==> src/rtl/byte_serial_accumulator.sv <==
// Byte-serial accumulator: sequences 8-bit operands through an external
// combinational 8-bit adder, one accumulator byte per cycle, and presents the
// wide running sum with a sticky overflow flag and an operand count at end of
// packet.
module byte_serial_accumulator #(
  parameter int unsigned ACC_BYTES = 2,
  parameter int unsigned CNT_W     = 8
) (
  input  logic                   clk,
  input  logic                   rst_n,
  input  logic                   in_valid,
  output logic                   in_ready,
  input  logic [7:0]             in_data,
  input  logic                   in_last,
  output logic [7:0]             add_a,
  output logic [7:0]             add_b,
  output logic                   add_cin,
  input  logic [7:0]             add_s,
  input  logic                   add_cout,
  output logic                   out_valid,
  input  logic                   out_ready,
  output logic [8*ACC_BYTES-1:0] out_sum,
  output logic                   out_ovf,
  output logic [CNT_W-1:0]       out_count
);

  localparam int unsigned SumW = 8 * ACC_BYTES;
  localparam int unsigned IdxW = $clog2(ACC_BYTES);
  localparam logic [IdxW-1:0] IdxLast = IdxW'(ACC_BYTES - 1);

  localparam logic [1:0] StIdle = 2'd0;
  localparam logic [1:0] StAdd  = 2'd1;
  localparam logic [1:0] StDone = 2'd2;

  logic [1:0]       state_q, state_d;
  logic [SumW-1:0]  acc_q, acc_d;
  logic             carry_q, carry_d;
  logic [IdxW-1:0]  idx_q, idx_d;
  logic [7:0]       op_q, op_d;
  logic             last_q, last_d;
  logic             ovf_q, ovf_d;
  logic [CNT_W-1:0] cnt_q, cnt_d;

  // Handshake and adder drive, decoded from the current state and byte index.
  always_comb begin
    in_ready  = 1'b0;
    out_valid = 1'b0;
    add_a     = 8'h00;
    add_b     = 8'h00;
    add_cin   = 1'b0;
    case (state_q)
      // Gate with rst_n so nothing is accepted while reset is held.
      StIdle: in_ready = rst_n;
      StAdd: begin
        for (int i = 0; i < ACC_BYTES; i++) begin
          if (idx_q == IdxW'(i)) add_a = acc_q[8*i +: 8];
        end
        // Operand enters only at the low byte; higher bytes just ripple carry.
        add_b   = (idx_q == '0) ? op_q : 8'h00;
        add_cin = (idx_q == '0) ? 1'b0 : carry_q;
      end
      StDone: out_valid = 1'b1;
      default: ;
    endcase
  end

  // Next-state logic for the sequencer and accumulator.
  always_comb begin
    state_d = state_q;
    acc_d   = acc_q;
    carry_d = carry_q;
    idx_d   = idx_q;
    op_d    = op_q;
    last_d  = last_q;
    ovf_d   = ovf_q;
    cnt_d   = cnt_q;
    case (state_q)
      StIdle: begin
        if (in_valid && in_ready) begin
          op_d    = in_data;
          last_d  = in_last;
          idx_d   = '0;
          state_d = StAdd;
        end
      end
      StAdd: begin
        for (int i = 0; i < ACC_BYTES; i++) begin
          if (idx_q == IdxW'(i)) acc_d[8*i +: 8] = add_s;
        end
        carry_d = add_cout;
        idx_d   = idx_q + IdxW'(1);
        if (idx_q == IdxLast) begin
          idx_d = '0;
          ovf_d = ovf_q | add_cout;
          if (cnt_q != '1) cnt_d = cnt_q + CNT_W'(1);
          state_d = last_q ? StDone : StIdle;
        end
      end
      StDone: begin
        if (out_ready) begin
          acc_d   = '0;
          ovf_d   = 1'b0;
          cnt_d   = '0;
          carry_d = 1'b0;
          state_d = StIdle;
        end
      end
      default: state_d = StIdle;
    endcase
  end

  // State registers; reset abandons any packet in flight.
  always_ff @(posedge clk or negedge rst_n) begin
    if (!rst_n) begin
      state_q <= StIdle;
      acc_q   <= '0;
      carry_q <= 1'b0;
      idx_q   <= '0;
      op_q    <= 8'h00;
      last_q  <= 1'b0;
      ovf_q   <= 1'b0;
      cnt_q   <= '0;
    end else begin
      state_q <= state_d;
      acc_q   <= acc_d;
      carry_q <= carry_d;
      idx_q   <= idx_d;
      op_q    <= op_d;
      last_q  <= last_d;
      ovf_q   <= ovf_d;
      cnt_q   <= cnt_d;
    end
  end

  assign out_sum   = acc_q;
  assign out_ovf   = ovf_q;
  assign out_count = cnt_q;

endmodule

==> config.mk <==
export PLATFORM = sky130hd
export DESIGN_NAME = byte_serial_accumulator
export DESIGN_NICKNAME = d
export VERILOG_FILES = /design/src/rtl/byte_serial_accumulator.sv
export SDC_FILE = /design/constraint.sdc
export NUM_CORES = 1
export LEC_CHECK = 0
export CAP_MARGIN = 20
export CORE_UTILIZATION = 44
export DETAILED_ROUTE_END_ITERATION = 16
export GPL_ROUTABILITY_DRIVEN = 0
export MAX_ROUTING_LAYER = met4
export PLACE_DENSITY = 0.75
export SLEW_MARGIN = 5
export SYNTH_ARGS = -nofsm -noshare
export SYNTH_HDL_FRONTEND = slang
export SYNTH_SLANG_ARGS = --single-unit
==> constraint.sdc <==
create_clock -name clk -period 1.8 [get_ports clk]
set_input_delay 0.18 -clock clk [delete_from_list [all_inputs] [get_ports clk]]
set_output_delay 0.18 -clock clk [all_outputs]
set_load 0.005 [all_outputs]
==> metrics.log <==
[metrics] Slew headroom: 0.682
[metrics] ports placed on the boundary: 66
[metrics] vias in the first global route: about 1700
[metrics] CTS Buffer Depth: 2
[metrics] Critical Path Sink Type: output port
[metrics] slack of the worst reg-to-reg path: 0.20 ns
[metrics] Finished Layout Cells: 297
[metrics] post-route ant nets: 0
[metrics] clock transition at the registers of the reported paths: approximately 0.070 ns
[metrics] vias per inst: between 5 and 6
[metrics] number of buffers inserted during clock tree synthesis: 5
[metrics] first-pass iteration count of the detailed router: 4
[metrics] Tot GR Track Use: 0.270
[metrics] number of nets in the synthesized netlist: roughly 190
[metrics] worst setup skew after layout: ~0.0044 ns
[metrics] area of the die: between 0.004 and 0.005 sq mm
[metrics] row count: 22
[metrics] critical path data arrival time: ~1.6 ns
[metrics] wire length of the first global-routing pass: between 8 and 9 mm
[metrics] run status: completed
[metrics] PortBufs: 65
[metrics] worst min-delay path class: input port to flop
[metrics] final hold violation count: 0
[metrics] total number of clock tree sinks: 38
[metrics] latest clock arrival within the worst-skew pair: about 0.29 ns
[metrics] number of placed cells counting well taps: ~280
[metrics] critical path peak fanout: 11
[metrics] largest net degree at the start of global routing: 39
[metrics] placeable core area: between 0.003 and 0.004 sq mm
[metrics] crit start category: flop
[metrics] DP HPWL: 3.18 mm
[metrics] # DRC: 0
[metrics] power per cell area: roughly 1700 mW/mm^2
[metrics] synthesized area divided by synthesized cell count: ~11 sq um
[metrics] top achievable clock speed: 575 MHz
[metrics] synthesis-to-layout area growth: 55.8%
[metrics] clock tree from TritonCTS: built
[metrics] most used flip-flop cell after synthesis: sky130_fd_sc_hd__dfrtp_1
[metrics] number of flip-flops and latches in the synthesized netlist: 38
[metrics] share of the yosys chip area belonging to registers: 0.533
[metrics] top cells by area in the synthesized netlist: sky130_fd_sc_hd__dfrtp_1, sky130_fd_sc_hd__a22o_1, sky130_fd_sc_hd__mux2_2
[metrics] standby leakage power: around 1.3 nW
[metrics] count leader, synth: sky130_fd_sc_hd__dfrtp_1
[metrics] initial antenna violation count: 0
[metrics] final core area utilization: 0.738
[metrics] number of nets in the layout: roughly 270
[metrics] actual slew at the worst max-slew pin: between 0.4 and 0.5 ns
[metrics] root buffer selected by CTS: sky130_fd_sc_hd__clkbuf_8
[metrics] number of pins exceeding their max-slew limit in the final report: 0
[metrics] type of the worst setup path: flop to output port
[metrics] time the final worst path needs with I/O delays and setup: 1.74 ns
[metrics] FFs w/ async S/R, synth: 1.00
[metrics] height of the die: between 60 and 70 um
[metrics] number of synthesized flops with an enable pin: 0
[metrics] post-synthesis instance total: 166
[metrics] setup violators final: 0
[metrics] number of H-tree levels: 2
[metrics] chip width: around 66 um
[metrics] Synth top area share: 0.533
[metrics] Distinct cells, synth: 39
[metrics] Pwr Total: roughly 4.6 mW
[metrics] period utilization: 0.967
[metrics] warning count from the yosys run: 0
[metrics] total standard cell area after synthesis: between 0.0015 and 0.002 sq mm
[metrics] Post-Route WL: between 5 and 6 mm
[metrics] layout cells sized above 1: 0.181
[metrics] commonest cells in the netlist: sky130_fd_sc_hd__dfrtp_1, sky130_fd_sc_hd__nand2_1, sky130_fd_sc_hd__a22o_1
[metrics] via count: 1683
[metrics] Initial Util: 0.473
[metrics] Avg WL per Cell: 17.0 um
[metrics] total global routing overflow: 0
[metrics] antenna diode count: 0
[metrics] worst IR drop on VDD: around 900 uV
[metrics] cell type contributing the most total cell area after synthesis: sky130_fd_sc_hd__dfrtp_1
[metrics] max capacitance violation total: 0
[metrics] Req. time, crit path: about 1.6 ns
[metrics] total negative slack: 0 ns
[metrics] first-iteration detailed-routing DRC count: 182
[cells in the final DEF, fill, tap and decap left out, types with 2 or more instances in the layout]
cell	count
sky130_fd_sc_hd__clkbuf_8	5
sky130_fd_sc_hd__o22ai_1	2
sky130_fd_sc_hd__a22o_1	16
sky130_fd_sc_hd__nand3_1	11
sky130_fd_sc_hd__mux2_2	9
sky130_fd_sc_hd__nor3_1	2
sky130_fd_sc_hd__clkdlybuf4s50_1	46
sky130_fd_sc_hd__or2_2	2
sky130_fd_sc_hd__a31oi_1	5
sky130_fd_sc_hd__dfrtp_1	38
sky130_fd_sc_hd__nor2_1	3
sky130_fd_sc_hd__o31ai_1	2
sky130_fd_sc_hd__o22a_1	2
sky130_fd_sc_hd__nand2_1	23
sky130_fd_sc_hd__a21oi_1	6
sky130_fd_sc_hd__dlygate4sd2_1	15
sky130_fd_sc_hd__buf_12	5
sky130_fd_sc_hd__clkinv_2	2
sky130_fd_sc_hd__nand3b_1	2
sky130_fd_sc_hd__a41oi_1	2
sky130_fd_sc_hd__inv_1	2
sky130_fd_sc_hd__o21ai_0	3
sky130_fd_sc_hd__clkdlybuf4s15_1	3
sky130_fd_sc_hd__buf_4	11
sky130_fd_sc_hd__and2_1	11
[sequential cells by signal, indices dropped and copies added, names as in the netlist]
signal	flops
out_sum	16
carry_q	1
out_count	8
out_ovf	1
op_q	8
idx_q	1
state_q	2
last_q	1
[per-stage QoR]
stage,setup slack (ns),cell area [sq um],hold slack [ns]
2_1_floorplan,0.326,1790,-0.116
3_3_place_gp,0.129,2530,0.271
3_5_place_dp,0.0677,2530,0.291
4_1_cts,0.0249,2720,0.470
5_1_grt,-0.00557,2780,0.477
6_report,0.0602,2780,0.474
[final cells by class]
cell class | count | area [sq um]
Timing Repair Buffer | 83 | 852
Inverter | 3 | 13.8
Clock inverter | 3 | 40.0
Clock buffer | 5 | 68.8
Sequential cell | 38 | 951
Multi-Input combinational cell | 117 | 796
Fill cell | 246 | 990
Tap cell | 48 | 60.1
[report_power, final]
part	leakage (nW)	total [mW]	internal [mW]	switching, mW
Clock	0.0579	0.707	0.408	0.299
Sequential	0.466	1.64	1.26	0.385
Combinational	0.748	2.29	1.38	0.917
Total	1.27	4.64	3.04	1.60
[repair_timing]
action,4_1_cts,5_1_grt
cloned,1,0
hold buffers,1,0
endpoints found under the setup margin,19,10
resized for setup,22,4
pin swaps,0,1
setup buffers,5,4
endpoints found under the hold margin,38,0
[critical path, stage by stage, from the launching register on]
cell                            delay (ns)
sky130_fd_sc_hd__dfrtp_1              0.43
sky130_fd_sc_hd__and3b_2              0.25
sky130_fd_sc_hd__buf_12               0.15
sky130_fd_sc_hd__a22o_1               0.18
sky130_fd_sc_hd__dlygate4sd2_1        0.26
[logic make-up (layout without fill, tap and decap cells)]
| group | Yosys count | in the layout | synth area share |
|---|---|---|---|
| flops | 38 | 38 | 0.533 |
| compound gates | 43 | 43 | 0.184 |
| simple gates | 64 | 64 | 0.187 |
| fa+ha+maj | 1 | 1 | 0.00701 |
| mux | 9 | 9 | 0.0568 |
| buf+inv | 11 | 94 | 0.0329 |
[path summary, 6_finish.rpt]
check	start	end	depth (start not counted)
hold reg to reg	last_q	state_q[1]	2
max in group asynchronous	rst_n	out_sum[13]	3
setup / recovery	idx_q	add_a[2]	4
setup reg to reg	state_q[1]	op_q[5]	5
min in group asynchronous	rst_n	carry_q	3
hold / removal	add_s[6]	out_sum[6]	3
[routing by layer]
metal	up-vias	routed length [um]	global-route usage
met4	0	89	0.0924
met3	12	424	0.0712
met5	-	0	-
li1	767	-	-
met2	92	2470	0.431
met1	812	2060	0.331
Note: power is estimated with default switching activity, not from simulation.
==> variant: new RTL, same flow settings <==
Change the parameter `CNT_W` from 8 to 9.
--- a/src/rtl/byte_serial_accumulator.sv
+++ b/src/rtl/byte_serial_accumulator.sv
@@ -6,3 +6,3 @@
   parameter int unsigned ACC_BYTES = 2,
-  parameter int unsigned CNT_W     = 8
+  parameter int unsigned CNT_W     = 9
 ) (
Ports: changed (resized out_count); port bits go from 66 to 67. The function was not compared with the original's and may differ.
==> variant against the original RTL <==
  * Die area did not move
  * Final cell count fell by 3.4%
  * Clock skew rose by 1.4 ps
  * Critical path depth rose by 3
  * Sequential cell count rose by 1
  * Routed wire length fell by 13%
  * Worst setup slack got worse by 29 ps
  * Synthesized area did not move
  * Cell area barely moved
  * Utilization fell by 0.066 points
  * Total power fell by 3.9%
  * First-iteration DRC count fell by 26%
  * Largest power group unchanged
==> variant: results (changes against the original RTL) <==
{| class="wikitable"
! Metric !! Value
|-
| Aggregate routed wire length || 4390 um (was 5050 um)
|-
| Multi-input combinational gate total || 102 (was 117)
|-
| Peak fanout along the critical path || 5 (was 11)
|-
| Commonest cells post-synth || sky130_fd_sc_hd__dfrtp_1 (39), sky130_fd_sc_hd__a22o_1 (24), sky130_fd_sc_hd__and2_1 (10) (was sky130_fd_sc_hd__dfrtp_1 (38), sky130_fd_sc_hd__nand2_1 (23), sky130_fd_sc_hd__a22o_1 (16))
|-
| Sequential cell area fraction in the yosys report || 0.547 (was 0.533)
|-
| Register-to-register setup slack || 30 ps (was 200 ps)
|-
| Depth of the worst register-to-register path || 7 (was 5)
|-
| Non-CTS inverters || 4 (was 3)
|-
| Net count, final || 262 (was 271)
|-
| Finished Core Util || 0.737 (was 0.738)
|-
| Library cells used by synthesis || 35 (was 39)
|-
| Syn Inst Count || 152 (was 166)
|-
| Clock sink count || 39 (was 38)
|-
| Slowest cell on crit path || sky130_fd_sc_hd__or4_4 (was sky130_fd_sc_hd__dfrtp_1)
|-
| Dpl cell area || 2600 um^2 (was 2530 um^2)
|-
| Register area || 977 um^2 (was 951 um^2)
|-
| Setup Crit Path Kind || flop to flop (was flop to output pin)
|-
| Maximum number of pins on one net before global-route repair || 40 (was 39)
|-
| Global-route wire length before repair || 7410 um (was 8310 um)
|-
| Tightest Pin Transition || 469 ps (was 477 ps)
|-
| Final worst clock skew || 5.85 ps (was 4.40 ps)
|-
| Post-synthesis compound-gate area fraction || 0.186 (was 0.184)
|-
| Layout buffer count excluding clock buffers || 86 (was 83)
|-
| Vias in the first global route || 1571 (was 1742)
|-
| Clk tree area frac || 0.0320 (was 0.0391)
|-
| DR vias || 1555 (was 1683)
|-
| Fraction of final layout cells sized beyond drive strength 1 || 0.247 (was 0.181)
|-
| Hold Path Class || primary input to asynchronous set/reset pin (was primary input to flop)
|-
| Signal buffers share of area || 0.291 (was 0.306)
|-
| Global Route Usage Sum || 0.232 (was 0.270)
|-
| Synthesized Nets || 176 (was 189)
|-
| Result of the run || finished, final reports clean (unchanged)
|-
| Signal arrival time at the worst endpoint || 1980 ps (was 1560 ps)
|}
[variant: layer usage]
metal	wire (um)	GRT usage
met5	0	-
met4	14	0.0652
met3	220	0.0417
met2	2200	0.355
met1	1960	0.317
[variant: report_power, final]
| group | internal [W] | total [W] | switching, W | leakage [nW] |
|---|---|---|---|---|
| clock | 0.000269 | 0.000569 | 0.000300 | 0.0402 |
| sequential | 0.00129 | 0.00162 | 0.000332 | 0.478 |
| combinational | 0.00140 | 0.00228 | 0.000879 | 0.692 |
| total | 0.00295 | 0.00446 | 0.00151 | 1.21 |
[variant: kinds of logic after synthesis]
family                   Yosys count
adder cells (fa/ha/maj)            2
buffers and inverters             12
flip-flops                        39
AND/OR/NAND/NOR                   46
multiplexers                       9
AO/OA/AOI/OAI                     44
[variant: what timing repair did]
action	CTS	global route
gates cloned	1	0
hold buffers	1	0
endpoints found under the hold margin	39	0
endpoints found under the setup margin	21	24
gates resized for setup	24	24
setup buffers	3	3
pin swaps	3	7
